===== config.mk =====
export PLATFORM = sky130hd
export DESIGN_NAME = serial_word_tx_flat
export DESIGN_NICKNAME = d
export VERILOG_FILES = /design/src/rtl/serial_word_tx_if.sv /design/src/rtl/serial_word_tx.sv /design/src/flat_wrapper.sv
export SDC_FILE = /design/constraint.sdc
export NUM_CORES = 1
export LEC_CHECK = 0
export CORE_MARGIN = 3
export CORE_UTILIZATION = 55
export CTS_BUF_LIST = sky130_fd_sc_hd__clkbuf_16
export DETAILED_ROUTE_END_ITERATION = 12
export GPL_ROUTABILITY_DRIVEN = 0
export HOLD_SLACK_MARGIN = 0.03
export PLACE_DENSITY = 0.87
export SYNTH_ARGS = -nofsm -noshare
export SYNTH_HDL_FRONTEND = slang
export SYNTH_SLANG_ARGS = --single-unit
export TNS_END_PERCENT = 30

===== constraint.sdc =====
create_clock -name clock -period 2.7 [get_ports clock]
set_input_delay 0.54 -clock clock [delete_from_list [all_inputs] [get_ports clock]]
set_output_delay 0.54 -clock clock [all_outputs]
set_load 0.005 [all_outputs]

===== src/rtl/serial_word_tx_if.sv =====
// Parallel-load / serial-out bundle for serial_word_tx.
// Handshake: the producer may assert load on any edge; the word on din is
// taken only when ready is high on that same edge, otherwise it is dropped
// and overflow latches. tx/busy report the serial side.
interface serial_word_tx_if #(
    parameter int FIFO_AW = 2
);
    logic [6:0]       din;
    logic             load;
    logic             ready;
    logic             tx;
    logic             busy;
    logic [FIFO_AW:0] count;
    logic             overflow;

    modport master (
        output din, load,
        input  ready, tx, busy, count, overflow
    );

    modport slave (
        input  din, load,
        output ready, tx, busy, count, overflow
    );
endinterface


===== src/rtl/serial_word_tx.sv =====
// serial_word_tx: FIFO-buffered 7-bit word transmitter.
// Frame on tx: start(0), 7 data bits LSB first, [even parity], stop(1).
// Optional parity bit enabled by defining SERIAL_WORD_TX_PARITY_EN.
// dbg_state exposes the FSM state encoding for external checkers.
module serial_word_tx #(
    parameter int CLKS_PER_BIT = 4,
    parameter int FIFO_AW      = 2
) (
    input  logic                clock,
    input  logic                reset,
    serial_word_tx_if.slave     bus,
    output logic [2:0]          dbg_state
);

    localparam int DEPTH = 1 << FIFO_AW;
    localparam int CW    = (CLKS_PER_BIT > 1) ? $clog2(CLKS_PER_BIT) : 1;

    typedef enum logic [2:0] {
        S_IDLE   = 3'd0,
        S_START  = 3'd1,
        S_DATA   = 3'd2,
`ifdef SERIAL_WORD_TX_PARITY_EN
        S_PARITY = 3'd3,
`endif
        S_STOP   = 3'd4
    } state_t;

    state_t             state;
    logic [CW-1:0]      cyc;
    logic [2:0]         bitn;
    logic [6:0]         shift;
    logic               par;
    logic               tx_r;
    logic               busy_r;
    logic [FIFO_AW:0]   count_r;
    logic [FIFO_AW-1:0] wr_ptr;
    logic [FIFO_AW-1:0] rd_ptr;
    logic               ovf_r;
    logic [6:0]         mem [DEPTH];

    logic               bit_end;
    logic               push;
    logic               pop;
    logic [6:0]         head;

    // ready comes from the registered count, so a full FIFO rejects a push
    // even when a pop happens on the same edge.
    assign bit_end = (cyc == CW'(CLKS_PER_BIT - 1));
    assign bus.ready = (count_r < (FIFO_AW+1)'(DEPTH));
    assign push    = bus.load && bus.ready;
    assign pop     = (count_r != '0) &&
                     ((state == S_IDLE) || ((state == S_STOP) && bit_end));
    assign head    = mem[rd_ptr];

    assign bus.tx       = tx_r;
    assign bus.busy     = busy_r;
    assign bus.count    = count_r;
    assign bus.overflow = ovf_r;
    assign dbg_state    = state;

    // FIFO storage; contents need no reset because count gates every read.
    always_ff @(posedge clock) begin
        if (push) begin
            mem[wr_ptr] <= bus.din;
        end
    end

    // FIFO pointers, occupancy and sticky overflow flag.
    always_ff @(posedge clock or posedge reset) begin
        if (reset) begin
            wr_ptr  <= '0;
            rd_ptr  <= '0;
            count_r <= '0;
            ovf_r   <= 1'b0;
        end else begin
            if (push) begin
                wr_ptr <= wr_ptr + 1'b1;
            end
            if (pop) begin
                rd_ptr <= rd_ptr + 1'b1;
            end
            case ({push, pop})
                2'b10:   count_r <= count_r + 1'b1;
                2'b01:   count_r <= count_r - 1'b1;
                default: count_r <= count_r;
            endcase
            if (bus.load && !bus.ready) begin
                ovf_r <= 1'b1;
            end
        end
    end

    // Frame sequencer: every bit lasts CLKS_PER_BIT cycles; tx and busy are
    // registered and change together with the state.
    always_ff @(posedge clock or posedge reset) begin
        if (reset) begin
            state  <= S_IDLE;
            cyc    <= '0;
            bitn   <= '0;
            shift  <= '0;
            par    <= 1'b0;
            tx_r   <= 1'b1;
            busy_r <= 1'b0;
        end else begin
            case (state)
                S_IDLE: begin
                    cyc  <= '0;
                    tx_r <= 1'b1;
                    if (pop) begin
                        shift  <= head;
                        par    <= ^head;
                        tx_r   <= 1'b0;
                        busy_r <= 1'b1;
                        state  <= S_START;
                    end
                end
                S_START: begin
                    if (bit_end) begin
                        cyc   <= '0;
                        bitn  <= '0;
                        tx_r  <= shift[0];
                        state <= S_DATA;
                    end else begin
                        cyc <= cyc + 1'b1;
                    end
                end
                S_DATA: begin
                    if (bit_end) begin
                        cyc <= '0;
                        if (bitn == 3'd6) begin
`ifdef SERIAL_WORD_TX_PARITY_EN
                            tx_r  <= par;
                            state <= S_PARITY;
`else
                            tx_r  <= 1'b1;
                            state <= S_STOP;
`endif
                        end else begin
                            bitn  <= bitn + 1'b1;
                            shift <= shift >> 1;
                            tx_r  <= shift[1];
                        end
                    end else begin
                        cyc <= cyc + 1'b1;
                    end
                end
`ifdef SERIAL_WORD_TX_PARITY_EN
                S_PARITY: begin
                    if (bit_end) begin
                        cyc   <= '0;
                        tx_r  <= 1'b1;
                        state <= S_STOP;
                    end else begin
                        cyc <= cyc + 1'b1;
                    end
                end
`endif
                S_STOP: begin
                    if (bit_end) begin
                        cyc <= '0;
                        if (pop) begin
                            // Back-to-back: next start bit follows the stop bit directly.
                            shift <= head;
                            par   <= ^head;
                            tx_r  <= 1'b0;
                            state <= S_START;
                        end else begin
                            tx_r   <= 1'b1;
                            busy_r <= 1'b0;
                            state  <= S_IDLE;
                        end
                    end else begin
                        cyc <= cyc + 1'b1;
                    end
                end
                default: begin
                    cyc    <= '0;
                    tx_r   <= 1'b1;
                    busy_r <= 1'b0;
                    state  <= S_IDLE;
                end
            endcase
        end
    end

endmodule

===== src/flat_wrapper.sv =====
// flat-port wrapper written by rule: the top's interface ports become plain ports
module serial_word_tx_flat 
#(
    parameter int CLKS_PER_BIT = 4,
    parameter int FIFO_AW      = 2
)
  (clock, reset, dbg_state, bus_din, bus_load, bus_ready, bus_tx, bus_busy, bus_count, bus_overflow);
  serial_word_tx_if #(.FIFO_AW(FIFO_AW)) bus_i ();
  input  logic clock;
  input  logic reset;
  output logic [2:0] dbg_state;
  input wire logic [$bits(bus_i.din)-1:0] bus_din;
  input wire logic [$bits(bus_i.load)-1:0] bus_load;
  output wire logic [$bits(bus_i.ready)-1:0] bus_ready;
  output wire logic [$bits(bus_i.tx)-1:0] bus_tx;
  output wire logic [$bits(bus_i.busy)-1:0] bus_busy;
  output wire logic [$bits(bus_i.count)-1:0] bus_count;
  output wire logic [$bits(bus_i.overflow)-1:0] bus_overflow;
  assign bus_i.din = bus_din;
  assign bus_i.load = bus_load;
  assign bus_ready = bus_i.ready;
  assign bus_tx = bus_i.tx;
  assign bus_busy = bus_i.busy;
  assign bus_count = bus_i.count;
  assign bus_overflow = bus_i.overflow;
  serial_word_tx #(.CLKS_PER_BIT(CLKS_PER_BIT), .FIFO_AW(FIFO_AW)) u_core (.clock(clock), .reset(reset), .bus(bus_i), .dbg_state(dbg_state));
endmodule

==> results by group, run 1 <==
Critical path
  – Critical-path cell list: ha_1, nor2b_4, nor4_2, ha_1, inv_1, fa_1, xor2_1, nor2_1, xnor2_1
  – Cell mode on critical path: ha_1
  – Critical path's top delay family: adder cells
  – Crit path kind: reg2reg
  – Worst setup SP type: register
  – Worst path slowest cell: ha_1
  – Slowest cell delay on critical path: 0.37 ns
  – Worst EP arrival: 2.57 ns
  – Critical path peak fanout: 9
  – Critical Path RT: 2.91 ns
  – Buf/Inv on CP: 1
  – Critical path capture point type: register

Power
  – Register share of total power: 43.8%
  – PwrDens: 1060 nW/um2
  – VDD IR max: 0.000607 V
  – Clk pwr share: 22.1%
  – Net Sw Frac: 32.8%
  – Net switching power: 0.977 mW
  – Leakage: 1.07 nW
  – Comb pwr share: 34.1%
  – Internal power: 2.00 mW

GRT
  – Initial antenna violation count: 0
  – Gr usage total: 19.4%
  – Largest net degree at the start of global routing: 26
  – First-pass GRT wire length: 7480 um
  – Gr ovfl total: 0
  – Vias in the first global route: 1490

Detailed routing
  – Routed WL: 4450 um
  – Vias: 1392
  – Metal3 WL: 133 um
  – Met2 WL post-DR: 2460 um
  – DR top layer: met4
  – Vias per std cell: 5.80
  – Antenna violation net count after detailed routing: 0
  – DRC: 0
  – 1st-pass router iterations: 4
  – Wire length on met1: 1750 um
  – DR iter-0 viols: 130
  – Post-DR wirelength/cell: 18.5 um

STA
  – Max-slew violation count: 0
  – Fmax achieved: 422 MHz
  – Worst-Margin Slew: 0.510 ns
  – Final worst path period need: 2.37 ns
  – TNS Setup: 0 ns
  – Endpoints failing setup: 0
  – RSZ-0062 raised after global routing: false
  – Final worst path period share: 87.7%
  – Slew HR: 65.9%
  – Setup WS post-layout: 0.332 ns
  – Final Skew: 0.00594 ns
  – Final Hold Fails: 0

Clock network
  – Skew-Pair Late Insertion Delay: 0.29 ns
  – CTS tree: yes
  – Root Buffer: clkbuf_16
  – Hold_buf cts: 0
  – H-tree levels: 2
  – Inserted Clock Buffers: 5
  – Max clock buf depth: 2
  – Post-CTS Setup Bufs: 0
  – Clk sinks: 53
  – Clk slew on worst S/H paths: 0.07 ns
  – Quantity of gates resized following cts: 0

Logic synthesis
  – Synth Instances: 167
  – Async SR Flop Fraction: 47.2%
  – EDFF count, synth: 28
  – Avg Inst Size Synth: 14.6 um2
  – Syn nets: 186
  – Synth warnings: 0
  – Main flop type after synthesis: edfxtp_1
  – Yosys cell types: 40
  – #FFs+latches synth: 53
  – Register area share after synthesis: 60.3%
  – Synthesized area: 2430 um2

Layout
  – Nets: 208
  – Share of cells above drive strength 1: 19.5%
  – Layout area overhead: 15.4%
  – ANT cells: 0
  – # fillers: 281
  – Sequential cell area: 1470 um2
  – Finished Cell Area: 2810 um2
  – Multi-input gate area: 858 um2

Placement
  – IO buf count: 19
  – Place WS: 0.395 ns
  – HPWL Detailed: 3170 um
  – Post-DP Area: 2650 um2

Floorplanning
  – Site Rows: 23
  – Starting Density: 58.7%
  – Die area: 5260 um2
  – Die Width: 72.5 um
  – Die Ht: 72.5 um
  – Core area: 4140 um2
  – Boundary Pins: 20

Job
  – Max-cap violations: 0

Hold path
  – Hold Crit Class: reg2reg

Status
  – Status: completed
[layer usage]
layer,global-route usage (%),vias up
met2,35.4,30
met3,4.43,11
met4,6.97,0
met1,22.3,698
met5,0,-
li1,-,653
[cell families (layout without fill, tap and decap cells)]
family / count (synthesis) / in the layout / synth area share, %
buffers and inverters: 20 / 43 / 4.37
AND/OR/NAND/NOR: 33 / 33 / 7.82
flip-flops: 53 / 53 / 60.3
multiplexers: 21 / 21 / 12.9
AO/OA/AOI/OAI: 25 / 25 / 7.46
XOR/XNOR: 6 / 6 / 2.16
adder cells (fa/ha/maj): 9 / 9 / 4.94
[sequential cells by signal (all words and copies together), names as in the netlist, 2 cells and up]
name / flops
u_core.rd_ptr: 2
u_core.dbg_state: 3
u_core.bitn: 3
u_core.wr_ptr: 2
u_core.mem: 28
u_core.shift: 7
u_core.bus.count: 3
u_core.cyc: 2
[cells in the mapped netlist (2+ instances only)]
library cell,n,area share [%]
edfxtp_1,28,35
dfrtp_1,24,25
mux2_2,13,6.0
inv_1,12,1.9
ha_1,8,4.1
nand2_1,8,1.2
mux4_2,7,6.5
o21ai_0,7,1.4
a21oi_1,5,1.0
and2_1,5,1.3
nor2_1,5,0.77
nor2b_1,4,1.0
xnor2_1,4,1.4
buf_6,3,1.4
nor3_1,3,0.62
a22o_1,2,0.72
buf_4,2,0.62
clkbuf_1,2,0.31
nor4_1,2,0.51
o311a_1,2,0.82
xor2_1,2,0.72
[final timing paths]
| check | startpoint | end | slack [ns] | cells after the start |
|---|---|---|---|---|
| max in group asynchronous | reset | u_core.bus.tx$_DFFE_PP1P_ | 1.80 | 3 |
| worst max-delay path | u_core.cyc[0]$_DFF_PP0_ | u_core.bus.count[2]$_DFFE_PP0P_ | 0.33 | 9 |
| min in group asynchronous | reset | u_core.bus.count[0]$_DFFE_PP0P_ | 0.61 | 3 |
| worst max register to register | u_core.cyc[0]$_DFF_PP0_ | u_core.bus.count[2]$_DFFE_PP0P_ | 0.33 | 9 |
| worst min register to register | u_core.cyc[0]$_DFF_PP0_ | u_core.cyc[0]$_DFF_PP0_ | 0.44 | 1 |
| worst min-delay path | u_core.cyc[0]$_DFF_PP0_ | u_core.cyc[0]$_DFF_PP0_ | 0.44 | 1 |
[cell type report]
type	instances	area share [%]
Clock buffer	5	4.46
Clock inverter	3	1.02
Inverter	12	1.60
Multi-Input combinational cell	94	30.6
Sequential cell	53	52.3
Tap cell	50	2.23
Timing Repair Buffer	23	7.84
[cell usage in the layout, fill, tap and decap left out, types with 2 or more instances in the layout]
master,n
nor4_1,2
mux4_2,7
clkdlybuf4s50_1,19
edfxtp_1,28
nor2_1,5
inv_1,12
and2_1,5
ha_1,8
xnor2_1,4
xor2_1,2
buf_4,4
o311a_1,2
o21ai_0,7
dfrtp_1,24
mux2_2,13
nor2b_1,4
a21oi_1,5
nand2_1,8
nor3_1,3
clkbuf_16,5
a22o_1,2
[power by group through the flow]
| stage | sequential, mW | combinational, mW | clock (mW) |
|---|---|---|---|
| 2_1_floorplan | 1.20 | 0.807 | 0 |
| 6_report | 1.31 | 1.02 | 0.659 |
| 3_5_place_dp | 1.32 | 1.00 | 0 |
| 3_3_place_gp | 1.29 | 0.918 | 0 |
| 4_1_cts | 1.31 | 1.03 | 0.667 |
| 5_1_grt | 1.34 | 1.13 | 0.707 |
[stage by stage]
step                      hold WS [ns]  cells  util (%)  total power, mW
after floorplan                  0.410    167         -             2.01
after global placement           0.420    232      64.0             2.21
after detailed placement         0.437    232      64.0             2.32
after CTS                        0.448    240      67.8             3.01
after global routing             0.453    240      67.8             3.18
final                            0.441    240      67.8             2.98
No activity file was read; power rests on OpenSTA's default activity.
==> inputs of run 2 (changes only) <==
Settings changed: HOLD_SLACK_MARGIN 0.03 to 0.06.
==> results of run 2 <==
No change in the layout: final DEF, timing and power equal those of run 1.
==> inputs of run 3 (changes only) <==
Settings changed: CORE_ASPECT_RATIO set to 1.1.
==> run 3 against run 2 <==
Design area about the same. Sequential cell count is the same. Global-route usage fell by 2.0 points. Clock power shrank 1%. Total power shrank 1.6%. Final cell count grew 0.83%. Via count decreased by 1.1%. Clock skew hardly changed. Core utilization increased by 0.56 points. Setup slack better by 0.023 ns. Die area about the same.
==> results by group, run 3 (synthesized netlist as in run 1, its figures left out) <==
Status
  – Status: completed

Detailed routing
  – Routed WL: 4100 um (-7.8%)
  – Vias per std cell: 5.69 (-1.9%)
  – 1st-pass router iterations: 5 (+1)
  – DRC: 0 (unchanged)
  – DR iter-0 viols: 109 (-16%)
  – Vias: 1377 (-1.1%)
  – Post-DR wirelength/cell: 16.9 um (-8.5%)
  – Antenna violation net count after detailed routing: 0 (unchanged)

Critical path
  – Critical-path cell list: ha_1, nor2b_4, nor4_2, ha_1, inv_1, fa_1, xor2_1, nor2_1, xnor2_1
  – Cell mode on critical path: ha_1
  – Critical Path RT: 2.90 ns (about the same)
  – Critical path peak fanout: 9 (unchanged)
  – Critical path capture point type: register
  – Worst path slowest cell: ha_1
  – Crit path kind: reg2reg
  – Worst EP arrival: 2.55 ns (-0.02 ns)
  – Slowest cell delay on critical path: 0.39 ns (+0.02 ns)
  – Worst setup SP type: register

Clock network
  – Root Buffer: clkbuf_16
  – Max clock buf depth: 2 (unchanged)
  – Quantity of gates resized following cts: 0 (unchanged)
  – Clk sinks: 53 (unchanged)
  – Post-CTS Setup Bufs: 0 (unchanged)
  – Skew-Pair Late Insertion Delay: 0.29 ns (about the same)
  – CTS tree: yes
  – H-tree levels: 2 (unchanged)
  – Hold_buf cts: 0 (unchanged)
  – Inserted Clock Buffers: 5 (unchanged)
  – Clk slew on worst S/H paths: 0.07 ns (about the same)

Floorplanning
  – Starting Density: 59.1% (+0.43 points)
  – Die Width: 69.4 um (-4.3%)
  – Boundary Pins: 20 (unchanged)
  – Die area: 5260 um2 (about the same)
  – Site Rows: 24 (+4.3%)
  – Core area: 4110 um2 (-0.72%)
  – Die Ht: 75.7 um (+4.5%)

GRT
  – Gr usage total: 17.4% (-2.0 points)
  – Vias in the first global route: 1463 (-1.8%)
  – First-pass GRT wire length: 6890 um (-7.8%)
  – Gr ovfl total: 0 (unchanged)
  – Largest net degree at the start of global routing: 26 (unchanged)
  – Initial antenna violation count: 0 (unchanged)

STA
  – Final Hold Fails: 0 (unchanged)
  – Final worst path period share: 86.8% (-0.86 points)
  – Endpoints failing setup: 0 (unchanged)
  – Setup WS post-layout: 0.356 ns (+0.0231 ns)
  – Slew HR: 64.6% (-1.3 points)
  – Worst-Margin Slew: 0.530 ns (+0.0196 ns)
  – Max-slew violation count: 0 (unchanged)
  – RSZ-0062 raised after global routing: false
  – Final Skew: 0.00621 ns (+0.000268 ns)
  – TNS Setup: 0 ns (unchanged)
  – Final worst path period need: 2.34 ns (-0.0231 ns)
  – Fmax achieved: 427 MHz (+0.99%)

Hold path
  – Hold Crit Class: reg2reg

Layout
  – # fillers: 266 (-5.3%)
  – Most frequent cells in the layout: edfxtp_1, dfrtp_1, clkdlybuf4s50_1
  – Nets: 208 (unchanged)
  – Commonest non-fill, non-tap cell in the layout: edfxtp_1
  – Share of cells above drive strength 1: 19.5% (unchanged)
  – ANT cells: 0 (unchanged)
  – Largest regs: u_core.mem x28, u_core.shift x7
  – Largest register FFs: 28 (unchanged)
  – Layout area overhead: 15.5% (about the same)
  – Biggest register: u_core.mem

Placement
  – Place WS: 0.415 ns (+0.0205 ns)
  – IO buf count: 19 (unchanged)
  – HPWL Detailed: 2850 um (-10%)

Power
  – PwrDens: 1040 nW/um2 (-1.7%)
  – VDD IR max: 0.000583 V (-3.9%)
  – Leakage: 1.07 nW (unchanged)
  – Total Power: 2.93 mW (-1.6%)

Job
  – Max-cap violations: 0 (unchanged)
## run 3: worst max-delay path: cells and delay by family, from the launching register on
family | cells | cell delay [ns]
flip-flops | 1 | 0.36
buffers and inverters | 1 | 0.06
XOR/XNOR | 2 | 0.29
AND/OR/NAND/NOR | 3 | 0.53
adder cells (fa/ha/maj) | 3 | 1.01
## run 3: worst paths after layout
path | start | to | slack [ns] | depth (start not counted)
setup / recovery | u_core.cyc[0]$_DFF_PP0_ | u_core.bus.count[2]$_DFFE_PP0P_ | 0.36 | 9
hold / removal | u_core.cyc[0]$_DFF_PP0_ | u_core.cyc[0]$_DFF_PP0_ | 0.44 | 1
setup reg to reg | u_core.cyc[0]$_DFF_PP0_ | u_core.bus.count[2]$_DFFE_PP0P_ | 0.36 | 9
hold reg to reg | u_core.cyc[0]$_DFF_PP0_ | u_core.cyc[0]$_DFF_PP0_ | 0.44 | 1
max in group asynchronous | reset | u_core.bus.tx$_DFFE_PP1P_ | 1.81 | 3
min in group asynchronous | reset | u_core.bus.overflow$_DFFE_PP0P_ | 0.60 | 3
## run 3: layout make-up
| type | instances | area [um2] | share of cell area [%] |
|---|---|---|---|
| flip-flops and latches | 53 | 1470 | 52.2 |
| multi-input cells | 94 | 858 | 30.5 |
| repair buffers | 23 | 220 | 7.84 |
| clock buffers | 5 | 125 | 4.45 |
| well taps | 52 | 65.1 | 2.32 |
| inverters | 12 | 45.0 | 1.60 |
| clock inverters | 3 | 28.8 | 1.02 |
## run 3: stage by stage
step / hold WS (ns) / instances / cell area [um2] / utilization (%)
2_1_floorplan: 0.410 / 167 / 2430 / -
3_3_place_gp: 0.419 / 234 / 2660 / 64.6
3_5_place_dp: 0.443 / 234 / 2660 / 64.6
4_1_cts: 0.453 / 242 / 2810 / 68.3
5_1_grt: 0.464 / 242 / 2810 / 68.3
6_report: 0.443 / 242 / 2810 / 68.3
## run 3: power by group
| part | total [mW] | leakage, nW | internal, mW | switching (mW) |
|---|---|---|---|---|
| clock | 0.651 | 0.0763 | 0.355 | 0.296 |
| sequential | 1.30 | 0.553 | 1.08 | 0.220 |
| combinational | 0.980 | 0.443 | 0.559 | 0.421 |
## run 3: metal layers
metal  track usage, %  vias to the layer above  wire (um)
met5                0                        -          0
met4             7.16                        0         43
met3             4.62                        6        150
met2             32.6                       24       2320
met1             19.1                      699       1590
li1                 -                      648          -
